$ cat config.mk
export PLATFORM = sky130hd
export DESIGN_NAME = brick_grid_sequencer
export DESIGN_NICKNAME = d
export VERILOG_FILES = /design/src/rtl/brick_pkg.sv /design/src/rtl/brick_grid_sequencer_cursor.sv /design/src/rtl/brick_grid_sequencer.sv
export SDC_FILE = /design/constraint.sdc
export NUM_CORES = 1
export LEC_CHECK = 0
export ABC_AREA = 1
export CORE_MARGIN = 3
export CORE_UTILIZATION = 23
export DETAILED_ROUTE_END_ITERATION = 6
export HOLD_SLACK_MARGIN = 0.08
export PLACE_DENSITY = 0.51
export SKIP_LAST_GASP = 1
export SYNTH_ARGS = -nofsm -noshare
export SYNTH_HDL_FRONTEND = slang
export SYNTH_SLANG_ARGS = --single-unit
$ cat constraint.sdc
create_clock -name clk -period 2.45 [get_ports clk]
set_input_delay 0.49 -clock clk [delete_from_list [all_inputs] [get_ports clk]]
set_output_delay 0.49 -clock clk [all_outputs]
set_load 0.02 [all_outputs]
$ cat src/rtl/brick_pkg.sv
// Shared definitions for the brick grid sequencer slice.
// Holds the brick type codes understood by the sprite drawer, the sprite
// footprint, the default grid geometry and the sequencer state encoding.
package brick_pkg;

    // Brick type codes as stored in the brick map RAM
    typedef enum logic [2:0] {
        NOBRICK = 3'd0,
        RED     = 3'd1,
        BROWN   = 3'd2,
        SRED    = 3'd3,
        SBROWN  = 3'd4
    } brick_type_e;

    // Sprite footprint produced by the drawer for one cell
    localparam int SPRITE_W = 12;
    localparam int SPRITE_H = 6;

    // Default grid geometry
    localparam int DEF_COLS    = 10;
    localparam int DEF_ROWS    = 6;
    localparam int DEF_X0      = 8;
    localparam int DEF_Y0      = 16;
    localparam int DEF_PITCH_X = 12;
    localparam int DEF_PITCH_Y = 6;
    localparam int DEF_AW      = 6;

    // Sequencer states
    typedef enum logic [2:0] {
        ST_IDLE     = 3'd0,
        ST_FETCH    = 3'd1,
        ST_WAIT_MAP = 3'd2,
        ST_CLEAR    = 3'd3,
        ST_DRAW     = 3'd4,
        ST_NEXT     = 3'd5,
        ST_FINISH   = 3'd6
    } seq_state_e;

endpackage

$ cat src/rtl/brick_grid_sequencer_cursor.sv
// grid_cursor: column/row/map-address/pixel-origin tracker for the sequencer.
// Ports:
//   clk, reset            clock, synchronous active-high reset
//   load_full             point at cell (0,0) for a whole-grid pass
//   load_cell             point at (cell_col, cell_row) for a single redraw
//   step                  advance one cell in raster order
//   cell_col, cell_row    target cell for load_cell
//   addr                  map address row*COLS+col
//   x, y                  top-left pixel of the current cell
//   last                  current cell is the bottom-right one
module grid_cursor
    import brick_pkg::*;
#(
    parameter int COLS    = DEF_COLS,
    parameter int ROWS    = DEF_ROWS,
    parameter int X0      = DEF_X0,
    parameter int Y0      = DEF_Y0,
    parameter int PITCH_X = DEF_PITCH_X,
    parameter int PITCH_Y = DEF_PITCH_Y,
    parameter int AW      = DEF_AW
) (
    input  logic          clk,
    input  logic          reset,
    input  logic          load_full,
    input  logic          load_cell,
    input  logic          step,
    input  logic [7:0]    cell_col,
    input  logic [7:0]    cell_row,
    output logic [AW-1:0] addr,
    output logic [7:0]    x,
    output logic [7:0]    y,
    output logic          last
);

    localparam logic [7:0] LAST_COL = 8'(COLS - 1);
    localparam logic [7:0] LAST_ROW = 8'(ROWS - 1);

    logic [7:0]    col_q, col_d;
    logic [7:0]    row_q, row_d;
    logic [7:0]    x_q, x_d;
    logic [7:0]    y_q, y_d;
    logic [AW-1:0] addr_q, addr_d;

    // A single-cell load computes its origin with a multiply once; the
    // whole-grid walk only ever adds pitches, wrapping modulo 256.
    always_comb begin
        col_d  = col_q;
        row_d  = row_q;
        x_d    = x_q;
        y_d    = y_q;
        addr_d = addr_q;
        if (load_full) begin
            col_d  = 8'd0;
            row_d  = 8'd0;
            x_d    = 8'(X0);
            y_d    = 8'(Y0);
            addr_d = '0;
        end else if (load_cell) begin
            col_d  = cell_col;
            row_d  = cell_row;
            x_d    = 8'(X0 + int'(cell_col) * PITCH_X);
            y_d    = 8'(Y0 + int'(cell_row) * PITCH_Y);
            addr_d = AW'(int'(cell_row) * COLS + int'(cell_col));
        end else if (step) begin
            addr_d = addr_q + AW'(1);
            if (col_q == LAST_COL) begin
                col_d = 8'd0;
                row_d = row_q + 8'd1;
                x_d   = 8'(X0);
                y_d   = y_q + 8'(PITCH_Y);
            end else begin
                col_d = col_q + 8'd1;
                x_d   = x_q + 8'(PITCH_X);
            end
        end
    end

    always_ff @(posedge clk) begin
        if (reset) begin
            col_q  <= 8'd0;
            row_q  <= 8'd0;
            x_q    <= 8'd0;
            y_q    <= 8'd0;
            addr_q <= '0;
        end else begin
            col_q  <= col_d;
            row_q  <= row_d;
            x_q    <= x_d;
            y_q    <= y_d;
            addr_q <= addr_d;
        end
    end

    assign addr = addr_q;
    assign x    = x_q;
    assign y    = y_q;
    assign last = (col_q == LAST_COL) && (row_q == LAST_ROW);

endmodule

$ cat src/rtl/brick_grid_sequencer.sv
// brick_grid_sequencer: walks the brick map, runs the sprite drawer one cell
// at a time and re-times its pixels into a VGA plot stream.
// Ports:
//   clk, reset                clock, synchronous active-high reset
//   start                     pulse: draw the whole grid
//   cell_req/cell_col/cell_row pulse: redraw a single cell
//   busy, done                request in progress / one-cycle completion pulse
//   map_addr, map_data        brick map read port (1-cycle read latency)
//   brickDrawReset/Enable     drawer counter clear / run
//   brickDrawSelect           brick type for the current cell
//   brickDrawEnd              drawer finished (sticky until cleared)
//   x, y                      drawer origin for the current cell
//   x_draw, y_draw, colour_in drawer pixel coordinate and its colour
//   vga_x, vga_y, vga_colour, vga_plot  VGA adapter write port
module brick_grid_sequencer
    import brick_pkg::*;
#(
    parameter int COLS    = DEF_COLS,
    parameter int ROWS    = DEF_ROWS,
    parameter int X0      = DEF_X0,
    parameter int Y0      = DEF_Y0,
    parameter int PITCH_X = DEF_PITCH_X,
    parameter int PITCH_Y = DEF_PITCH_Y,
    parameter int AW      = DEF_AW
) (
    input  logic          clk,
    input  logic          reset,
    input  logic          start,
    input  logic          cell_req,
    input  logic [7:0]    cell_col,
    input  logic [7:0]    cell_row,
    output logic          busy,
    output logic          done,
    output logic [AW-1:0] map_addr,
    input  logic [2:0]    map_data,
    output logic          brickDrawReset,
    output logic          brickDrawEnable,
    output logic [2:0]    brickDrawSelect,
    input  logic          brickDrawEnd,
    output logic [7:0]    x,
    output logic [7:0]    y,
    input  logic [7:0]    x_draw,
    input  logic [7:0]    y_draw,
    input  logic [23:0]   colour_in,
    output logic [7:0]    vga_x,
    output logic [7:0]    vga_y,
    output logic [23:0]   vga_colour,
    output logic          vga_plot
);

    localparam logic [7:0] COLS_8 = 8'(COLS);
    localparam logic [7:0] ROWS_8 = 8'(ROWS);

    seq_state_e state_q, state_d;
    logic       busy_q, busy_d;
    logic       done_q, done_d;
    logic       full_q, full_d;
    logic [2:0] select_q, select_d;
    logic       plot_q, plot_d;
    logic [7:0] vga_x_q, vga_x_d;
    logic [7:0] vga_y_q, vga_y_d;

    logic load_full, load_cell, step, last_cell;
    logic draw_reset, draw_enable;
    logic cell_ok;

    grid_cursor #(
        .COLS(COLS), .ROWS(ROWS), .X0(X0), .Y0(Y0),
        .PITCH_X(PITCH_X), .PITCH_Y(PITCH_Y), .AW(AW)
    ) u_cursor (
        .clk      (clk),
        .reset    (reset),
        .load_full(load_full),
        .load_cell(load_cell),
        .step     (step),
        .cell_col (cell_col),
        .cell_row (cell_row),
        .addr     (map_addr),
        .x        (x),
        .y        (y),
        .last     (last_cell)
    );

    assign cell_ok = (cell_col < COLS_8) && (cell_row < ROWS_8);

    // Sequencer next-state and drawer handshake. Requests are only looked at
    // in IDLE, so anything arriving while busy is simply dropped.
    always_comb begin
        state_d     = state_q;
        busy_d      = busy_q;
        done_d      = 1'b0;
        full_d      = full_q;
        select_d    = select_q;
        load_full   = 1'b0;
        load_cell   = 1'b0;
        step        = 1'b0;
        draw_reset  = 1'b0;
        draw_enable = 1'b0;
        case (state_q)
            ST_IDLE: begin
                if (start) begin
                    load_full = 1'b1;
                    full_d    = 1'b1;
                    busy_d    = 1'b1;
                    state_d   = ST_FETCH;
                end else if (cell_req && cell_ok) begin
                    load_cell = 1'b1;
                    full_d    = 1'b0;
                    busy_d    = 1'b1;
                    state_d   = ST_FETCH;
                end
            end
            ST_FETCH:    state_d = ST_WAIT_MAP;
            ST_WAIT_MAP: begin
                select_d = map_data;
                state_d  = ST_CLEAR;
            end
            ST_CLEAR: begin
                draw_reset = 1'b1;
                state_d    = ST_DRAW;
            end
            ST_DRAW: begin
                draw_enable = 1'b1;
                if (brickDrawEnd) begin
                    state_d = (full_q && !last_cell) ? ST_NEXT : ST_FINISH;
                end
            end
            ST_NEXT: begin
                step    = 1'b1;
                state_d = ST_FETCH;
            end
            ST_FINISH: begin
                // Hold off completion until the last re-timed pixel is out
                if (!plot_q) begin
                    done_d  = 1'b1;
                    busy_d  = 1'b0;
                    state_d = ST_IDLE;
                end
            end
            default: state_d = ST_IDLE;
        endcase
    end

    // Pixel re-timing: coordinates are delayed one cycle so they line up with
    // the drawer's registered colour; the end cycle itself is not plotted.
    always_comb begin
        vga_x_d = x_draw;
        vga_y_d = y_draw;
        plot_d  = (state_q == ST_DRAW) && !brickDrawEnd;
    end

    always_ff @(posedge clk) begin
        if (reset) begin
            state_q  <= ST_IDLE;
            busy_q   <= 1'b0;
            done_q   <= 1'b0;
            full_q   <= 1'b0;
            select_q <= 3'd0;
            plot_q   <= 1'b0;
            vga_x_q  <= 8'd0;
            vga_y_q  <= 8'd0;
        end else begin
            state_q  <= state_d;
            busy_q   <= busy_d;
            done_q   <= done_d;
            full_q   <= full_d;
            select_q <= select_d;
            plot_q   <= plot_d;
            vga_x_q  <= vga_x_d;
            vga_y_q  <= vga_y_d;
        end
    end

    assign busy            = busy_q;
    assign done            = done_q;
    assign brickDrawReset  = draw_reset;
    assign brickDrawEnable = draw_enable;
    assign brickDrawSelect = select_q;
    assign vga_x           = vga_x_q;
    assign vga_y           = vga_y_q;
    assign vga_colour      = colour_in;
    assign vga_plot        = plot_q;

endmodule

-- After elaboration in Yosys (flattened, before gate mapping)
Cells that the tools add are included.
- bits in registers: 64
- input port bits: 64
- output and inout port bits: 70
- logic and storage cells: 98
- add/sub/neg operators: 8
- $mul: 3
- magnitude comparators: 2
- equality and inequality tests: 11
- mux-type cells: 37
- bitwise gates (word level): 1
- reduce and logical (&&, ||, !) cells: 21
- operator list (kind ; number):
    two-way mux 8 bit ; 12
    one-hot mux 3 bit (7 select lines) ; 1
    adder 8 x 1 -> 8 bit, second input constant ; 2
    two-way mux 1 bit ; 14
    two-way mux 3 bit ; 4
    two-way mux 6 bit ; 2
    == test 3 bit, second input constant ; 3
    adder 5 x 8 -> 8 bit, first input constant ; 1
    adder 6 x 8 -> 8 bit, first input constant ; 1
    adder 8 x 3 -> 8 bit, second input constant ; 1
    adder 8 x 4 -> 8 bit, second input constant ; 1
    == test 8 x 3 -> 1 bit, second input constant ; 1
    == test 8 x 4 -> 1 bit, second input constant ; 1
    less-than comparator 8 x 3 -> 1 bit, second input constant ; 1
    less-than comparator 8 x 4 -> 1 bit, second input constant ; 1
    multiplier 8 x 2 -> 6 bit, second input constant ; 1
    multiplier 8 x 2 -> 7 bit, second input constant ; 1
    multiplier 8 x 3 -> 5 bit, second input constant ; 1
    nonzero test 2 bit ; 4
    adder 6 x 1 -> 6 bit, second input constant ; 1
    adder 6 bit ; 1
    == test 3 x 2 -> 1 bit, second input constant ; 2
    AND reduction 2 bit ; 3
    AND reduction 3 bit ; 2
    13 further kinds ; 21

-- Logic depth before layout (Yosys ltp)
Gate-level depths: netlist of the first run.
- depth in word-level cells: 8
- gate-level depth with buffers: 14
- mapped depth without buffers: 14

-- Cells and area by module
A second synthesis of the first run with hierarchy kept.
- cells, all modules: 610
- area total of the unflattened synthesis: 4137.7 um2
- modules (own cells, without submodules) (module ; times used ; cells each ; area each (um2) ; sequential area each (um2)):
    grid_cursor ; 1 ; 444 ; 2941.6 ; 760.7
    brick_grid_sequencer ; 1 ; 166 ; 1196.1 ; 520.5

-- Least setup slack after synthesis of the first run
No wires, ideal clock.
- kind: input to register
- start: in cell_row[0]
- end: reg u_cursor.y_q[5] (netlist: u_cursor.y[5])
- library setup time: 117 ps
- arrival: 1832 ps
- data required time: 2333 ps
- setup slack: 501 ps
- cell stages on the path: 9
- path buffers: 0
- path through: ha_1 -> inv_1 -> fa_1 -> xor2_1 -> ha_1 -> nand2_2 -> o21ai_2 -> nor2_1 -> nor2_1
- longest elaborated chain between the ends: 8
- elaborated cells between the ends (all ways): 12
- classes of those cells: 1 x add/sub; 1 x mul; 1 x order compare; 4 x mux; 5 x reduce/logical
- RTL lines (element ; RTL line ; source):
    start: declaration ; brick_grid_sequencer.sv:31 ; input logic [7:0] cell_row,
    branches (longest 8 deep; another with multiplier 8 x 2 -> 7 bit) ; - ;
    end signal: assignment ; brick_grid_sequencer_cursor.sv:89 ; y_q <= y_d;
    end: declaration ; brick_grid_sequencer_cursor.sv:41 ; logic [7:0] y_q, y_d;
Several ways; the timed one is not identified.
A chain may end at the register's enable or synchronous reset.

-- Worst setup path after layout of the first run
- start: reg state_q[0]
- end: out brickDrawReset
- longest elaborated chain between the ends: 2
- RTL lines (element ; RTL line ; source):
    start: declaration ; brick_grid_sequencer.sv:54 ; seq_state_e state_q, state_d;
    start signal: assignment ; brick_grid_sequencer.sv:163 ; state_q <= state_d;
    == test 3 x 2 -> 1 bit ; brick_grid_sequencer.sv:99 ; case (state_q)
    two-way mux 1 bit ; brick_grid_sequencer.sv:99 ;
    end: declaration ; brick_grid_sequencer.sv:36 ; output logic brickDrawReset,
No other way between the ends.

==> metrics.txt, run 1 <==
io pins 134; final hold vios 0; static leakage ~0.0027 uW; global-route wire length before repair just under 20000 um; vias per inst 4.161; Post-Route WL 11860 um; final-stage net count 840; WL per Instance 12.17 um; Mapped Area ~4400 um2; CTS resizes 0; Die X approximately 140 um; leading cell type by number of instances after synthesis nand2_1; final setup TNS 0 ns; FF-to-FF path depth 10; status complete, no violations; Max clock buf depth 2; WP data required 1.96 ns; GRT overflow 0; Avg Inst Size Synth a little under 7 um2; Setup crit end kind output port; total CTS buffers 9; peak supply drop between 0.3 and 0.4 mV; ANT cells 0; Ys Warns 0; Final setup viols 0; filler instances slightly below 2000; Worst EP arrival roughly 1.8 ns; EDFF count, synth 0; Die Area between 20000 and 25000 um2; post-synth top area cell dfxtp_1; max-slew violation count 0; core footprint approximately 18000 um2; unrepaired setup endpoints after global routing false; Placer Congestion around 0.84; Highest Clock Rate 0.4457 GHz; sequential share of the synthesized area 0.2912; startpoint types register; DRT antenna net count 0; Root Buffer clkbuf_16; Clock Skews between 0.007 and 0.008 ns; Initial Util 0.2392; Die Span Y approximately 140 um; CP max FO 8; Initial DRC Count between 150 and 200; Mapped Cells approximately 640; H-Tree Depth 3; Synth area leaders dfxtp_1, nand2_1, ha_1; vias in the first global route approximately 4000; Sequential Area 1281 um2; Synth Register Bits 64; min Tclk post-route around 2.2 ns; initial antenna violation count 0; CTS tree yes; PwrDens slightly above 500 nW/um2; Hold Buf Count CTS 0; Sink Count 64; worst skew pair latency 0.33 ns; Post-synth ARST share 0; pin count of the biggest net entering global routing 25; worst hold path depth 2; Post-synth top cells nand2_1, inv_1, nor2_1; DR DRC count 0; worst-margin pin slew 0.4180 ns; Hold Crit Class reg2reg; ratio of cells with drive above 1 in the final layout 0.1233; Setup Buffers After CTS 0; ys flop type dfxtp_1; Tcrit/Tclk final 0.9159; Synth top area share 0.2912; worst hold margin roughly 0.45 ns; Distinct cells, synth 37; via count between 4000 and 5000; multi-input logic area 2414 um2; clock transition at the registers of the reported paths 0.05 ns; slew margin rel. 0.7209; TritonRoute pass-1 iters 4; area grow syn2layout 35.44%; IO Port Bufs 85; Mapped Nets roughly 730; max-cap violation count 0; crit path kind reg2out; gr usage total 0.1180; Final HPWL DP 9290 um; # rows between 40 and 50
==> cell families (layout without fill, tap and decap cells) <==
family | after synthesis | after routing | share of synthesized area
buffers and inverters | 142 | 252 | 0.1601
adder cells (fa/ha/maj) | 34 | 34 | 0.1018
XOR/XNOR | 27 | 27 | 0.05375
AO/OA/AOI/OAI | 91 | 91 | 0.1129
flip-flops | 64 | 64 | 0.2912
AND/OR/NAND/NOR | 278 | 278 | 0.2802
==> per-stage QoR <==
step	cell area (um2)	setup WS [ns]	power (uW)	cells	utilization
4_1_cts	5956	0.1885	3136	975	0.3238
2_1_floorplan	4399	0.5014	1507	636	-
3_5_place_dp	5634	-0.1626	1702	960	0.3063
5_1_grt	5958	0.01564	3255	975	0.3239
6_report	5958	0.2061	3081	975	0.3239
3_3_place_gp	5634	-0.1267	1701	960	0.3063
==> sequential cells by signal (all words and copies together), names as in the netlist, 3 cells and up <==
signal / flops
u_cursor.addr: 6
state_q: 3
vga_y: 8
u_cursor.x: 8
u_cursor.col_q: 8
vga_x: 8
brickDrawSelect: 3
u_cursor.y: 8
u_cursor.row_q: 8
==> area by class of cell <==
type	count	share of cell area
Timing Repair Buffer	136	0.2138
Sequential cell	64	0.2150
Clock inverter	3	0.01092
Tap cell	229	0.04809
Multi-Input combinational cell	430	0.4051
Clock buffer	12	0.04305
Inverter	101	0.06405
==> critical path, stage by stage, from the launching register on <==
cell and delay, ns:
dfxtp_1 0.50, nand2_1 0.15, nor2_1 0.14, clkdlybuf4s50_1 0.63
==> layer usage <==
layer,up-vias,GRT usage,part of all wire
li1,2197,-,-
met1,1783,0.1439,0.46
met2,64,0.2014,0.48
met3,13,0.03439,0.035
met4,0,0.03535,0.018
met5,-,0,0
==> path summary, 6_finish.rpt <==
kind,from,endpoint,slack (ns)
max reg2reg,state_q[0],u_cursor.x[5],0.74
min,u_cursor.x[0],u_cursor.x[0],0.45
min reg2reg,u_cursor.x[0],u_cursor.x[0],0.45
max,state_q[0],brickDrawReset,0.21
==> power by group <==
| group | internal [uW] | switching, uW | leakage (uW) |
|---|---|---|---|
| Combinational | 265 | 309 | 0.00204 |
| Clock | 939 | 471 | 0.000159 |
| Sequential | 1070 | 23.0 | 0.000521 |
==> cells in the final DEF (no fill, tap or decap), types with 5 or more instances in the layout <==
master           Yosys  layout
nor2_1              85      85
inv_2                7       7
buf_4               25      48
a21oi_1             28      28
xnor2_1             11      11
clkbuf_16            0       9
o21ai_0             47      47
dfxtp_1             64      64
ha_1                31      31
clkdlybuf4s50_1      0      84
nand3_1             43      43
nor3_1               5       5
xor2_1              16      16
nand2_1            119     119
inv_1               93      93
nand4_1              6       6
Power figures use the tool's default switching activity.
==> run 2, diff against run 1 <==
HOLD_SLACK_MARGIN = 0.06   (was 0.08)
SETUP_SLACK_MARGIN = 0.1   (was not set)
==> run 2 against run 1 <==
  * Sequential power is essentially flat
  * Clock-buffer cell count unchanged
  * Global-route usage unchanged
  * Maximum frequency hardly changed
  * Final cell count unchanged
  * Register-to-register slack worse by 0.02 ns
  * First-iteration DRC count rose by 12%
  * Critical path depth is the same
==> metrics.txt, run 2 (same netlist as run 1, synthesis figures left out) <==
status complete, no violations; Hold Crit Class reg2reg; core footprint ~18000 um2; Highest Clock Rate 0.4457 GHz; Post-Route WL approximately 12000 um; worst skew pair latency 0.33 ns; IO Port Bufs 85; Placer Congestion ~0.84; TritonRoute pass-1 iters 4; clock transition at the registers of the reported paths 0.05 ns; via count approximately 4000; Setup crit end kind output port; GRT overflow 0; Clock Skews around 0.0086 ns; Hold Startpoint u_cursor.x[0]; max-cap violation count 0; Final HPWL DP slightly above 9000 um; io pins ~130; max-slew violation count 0; # rows 49; WL per Instance 12.21 um; global-route wire length before repair ~19000 um; crit path kind reg2out; DR DRC count 0; filler instances 1977; DRT antenna net count 0; pin count of the biggest net entering global routing 25; Initial Util 0.2392; Hold Buf Count CTS 0; GRT busiest layer met2; commonest non-fill, non-tap cell in the layout nand2_1; FF-to-FF path depth 8; ratio of cells with drive above 1 in the final layout 0.1260; Sink Count between 60 and 70; H-Tree Depth 3; min Tclk post-route about 2.2 ns; most frequent cells in the layout nand2_1, inv_1, nor2_1; FF-to-FF Start state_q[0]; Tcrit/Tclk final 0.9158; final-stage net count 840; area grow syn2layout 35.75%; WP data required approximately 2.0 ns; vias in the first global route 3993; Die X ~140 um; Final setup viols 0; Die Span Y approximately 140 um; final worst slack 0.2063 ns; CTS tree yes; peak supply drop 0.3036 mV; vias per inst ~4.2; final hold vios 0; total CTS buffers 9; post-place setup slack -0.1626 ns; M1 GR Usage 0.1439; Root Buffer clkbuf_16; startpoint types register; CP max FO 8; PwrDens slightly above 500 nW/um2; met2 Usage GRT 0.2014; Max clock buf depth 2; worst-margin pin slew 0.4229 ns; worst r2r dst u_cursor.x[7]; unrepaired setup endpoints after global routing false; met3 usage 0.03439; final setup TNS 0 ns; static leakage roughly 0.0028 uW; hold worst-path end u_cursor.x[0]; ANT cells 0; Initial DRC Count between 200 and 250; Die Area ~21000 um2; initial antenna violation count 0; worst hold path depth 2; Worst EP arrival roughly 1.8 ns; FF-to-FF setup slack around 0.7 ns; gr usage total 0.1180; slew margin rel. 0.7176
-- run 2: critical path: stages, from the launching register on --
cell,delay [ns]
dfxtp_1,0.50
nand2_1,0.15
nor2_1,0.14
clkdlybuf4s50_1,0.63
-- run 2: worst max path at each step --
stage	end	slack, ns	depth (start not counted)	from
6_report	brickDrawReset	0.21	3	state_q[0]
5_1_grt	u_cursor.x[7]	0.08	12	cell_col[0]
4_1_cts	brickDrawReset	0.19	3	state_q[0]
3_5_place_dp	u_cursor.y[7]	-0.16	13	cell_row[1]
3_3_place_gp	u_cursor.y[7]	-0.13	11	cell_row[1]
2_1_floorplan	u_cursor.y[5]	0.50	9	cell_row[0]
-- run 2: power by group --
part / switching (uW) / total, uW / internal, uW
logic: 311 / 575 / 265
registers: 22.9 / 1100 / 1070
clock network: 469 / 1410 / 939
-- run 2: per-stage QoR --
step	hold slack [ns]	cells	cell area [um2]	power [uW]	utilization
finish	0.4529	975	5972	3080	0.3247
detailed placement	0.4495	960	5634	1702	0.3063
floorplan	0.4404	636	4399	1507	-
global route	0.4695	975	5972	3256	0.3247
CTS	0.4583	975	5956	3136	0.3238
global placement	0.4299	960	5634	1701	0.3063
-- run 2: cell type report --
class	instances	area, um2	share of cell area
Clock buffer	12	256.5	0.04295
Timing Repair Buffer	136	1281	0.2145
Tap cell	229	286.5	0.04798
Sequential cell	64	1281	0.2145
Inverter	101	381.6	0.06390
Clock inverter	3	65.06	0.01089
Multi-Input combinational cell	430	2420	0.4052
-- run 2: layer usage --
| metal | vias to the layer above | share of wire |
|---|---|---|
| li1 | 2197 | - |
| met1 | 1774 | 0.45 |
| met2 | 75 | 0.49 |
| met3 | 10 | 0.050 |
| met4 | 0 | 0.016 |
| met5 | - | 0 |
-- run 2: repair_timing --
item	in CTS	in global routing
setup endpoints to repair	0	7
gates resized for setup	0	6
setup buffers	0	0
hold endpoints to repair	0	0
==> run 3, diff against run 2 <==
CAP_MARGIN = 20   (was not set)
==> results of run 3 <==
Final layout, timing and power as in run 2 (identical DEF).
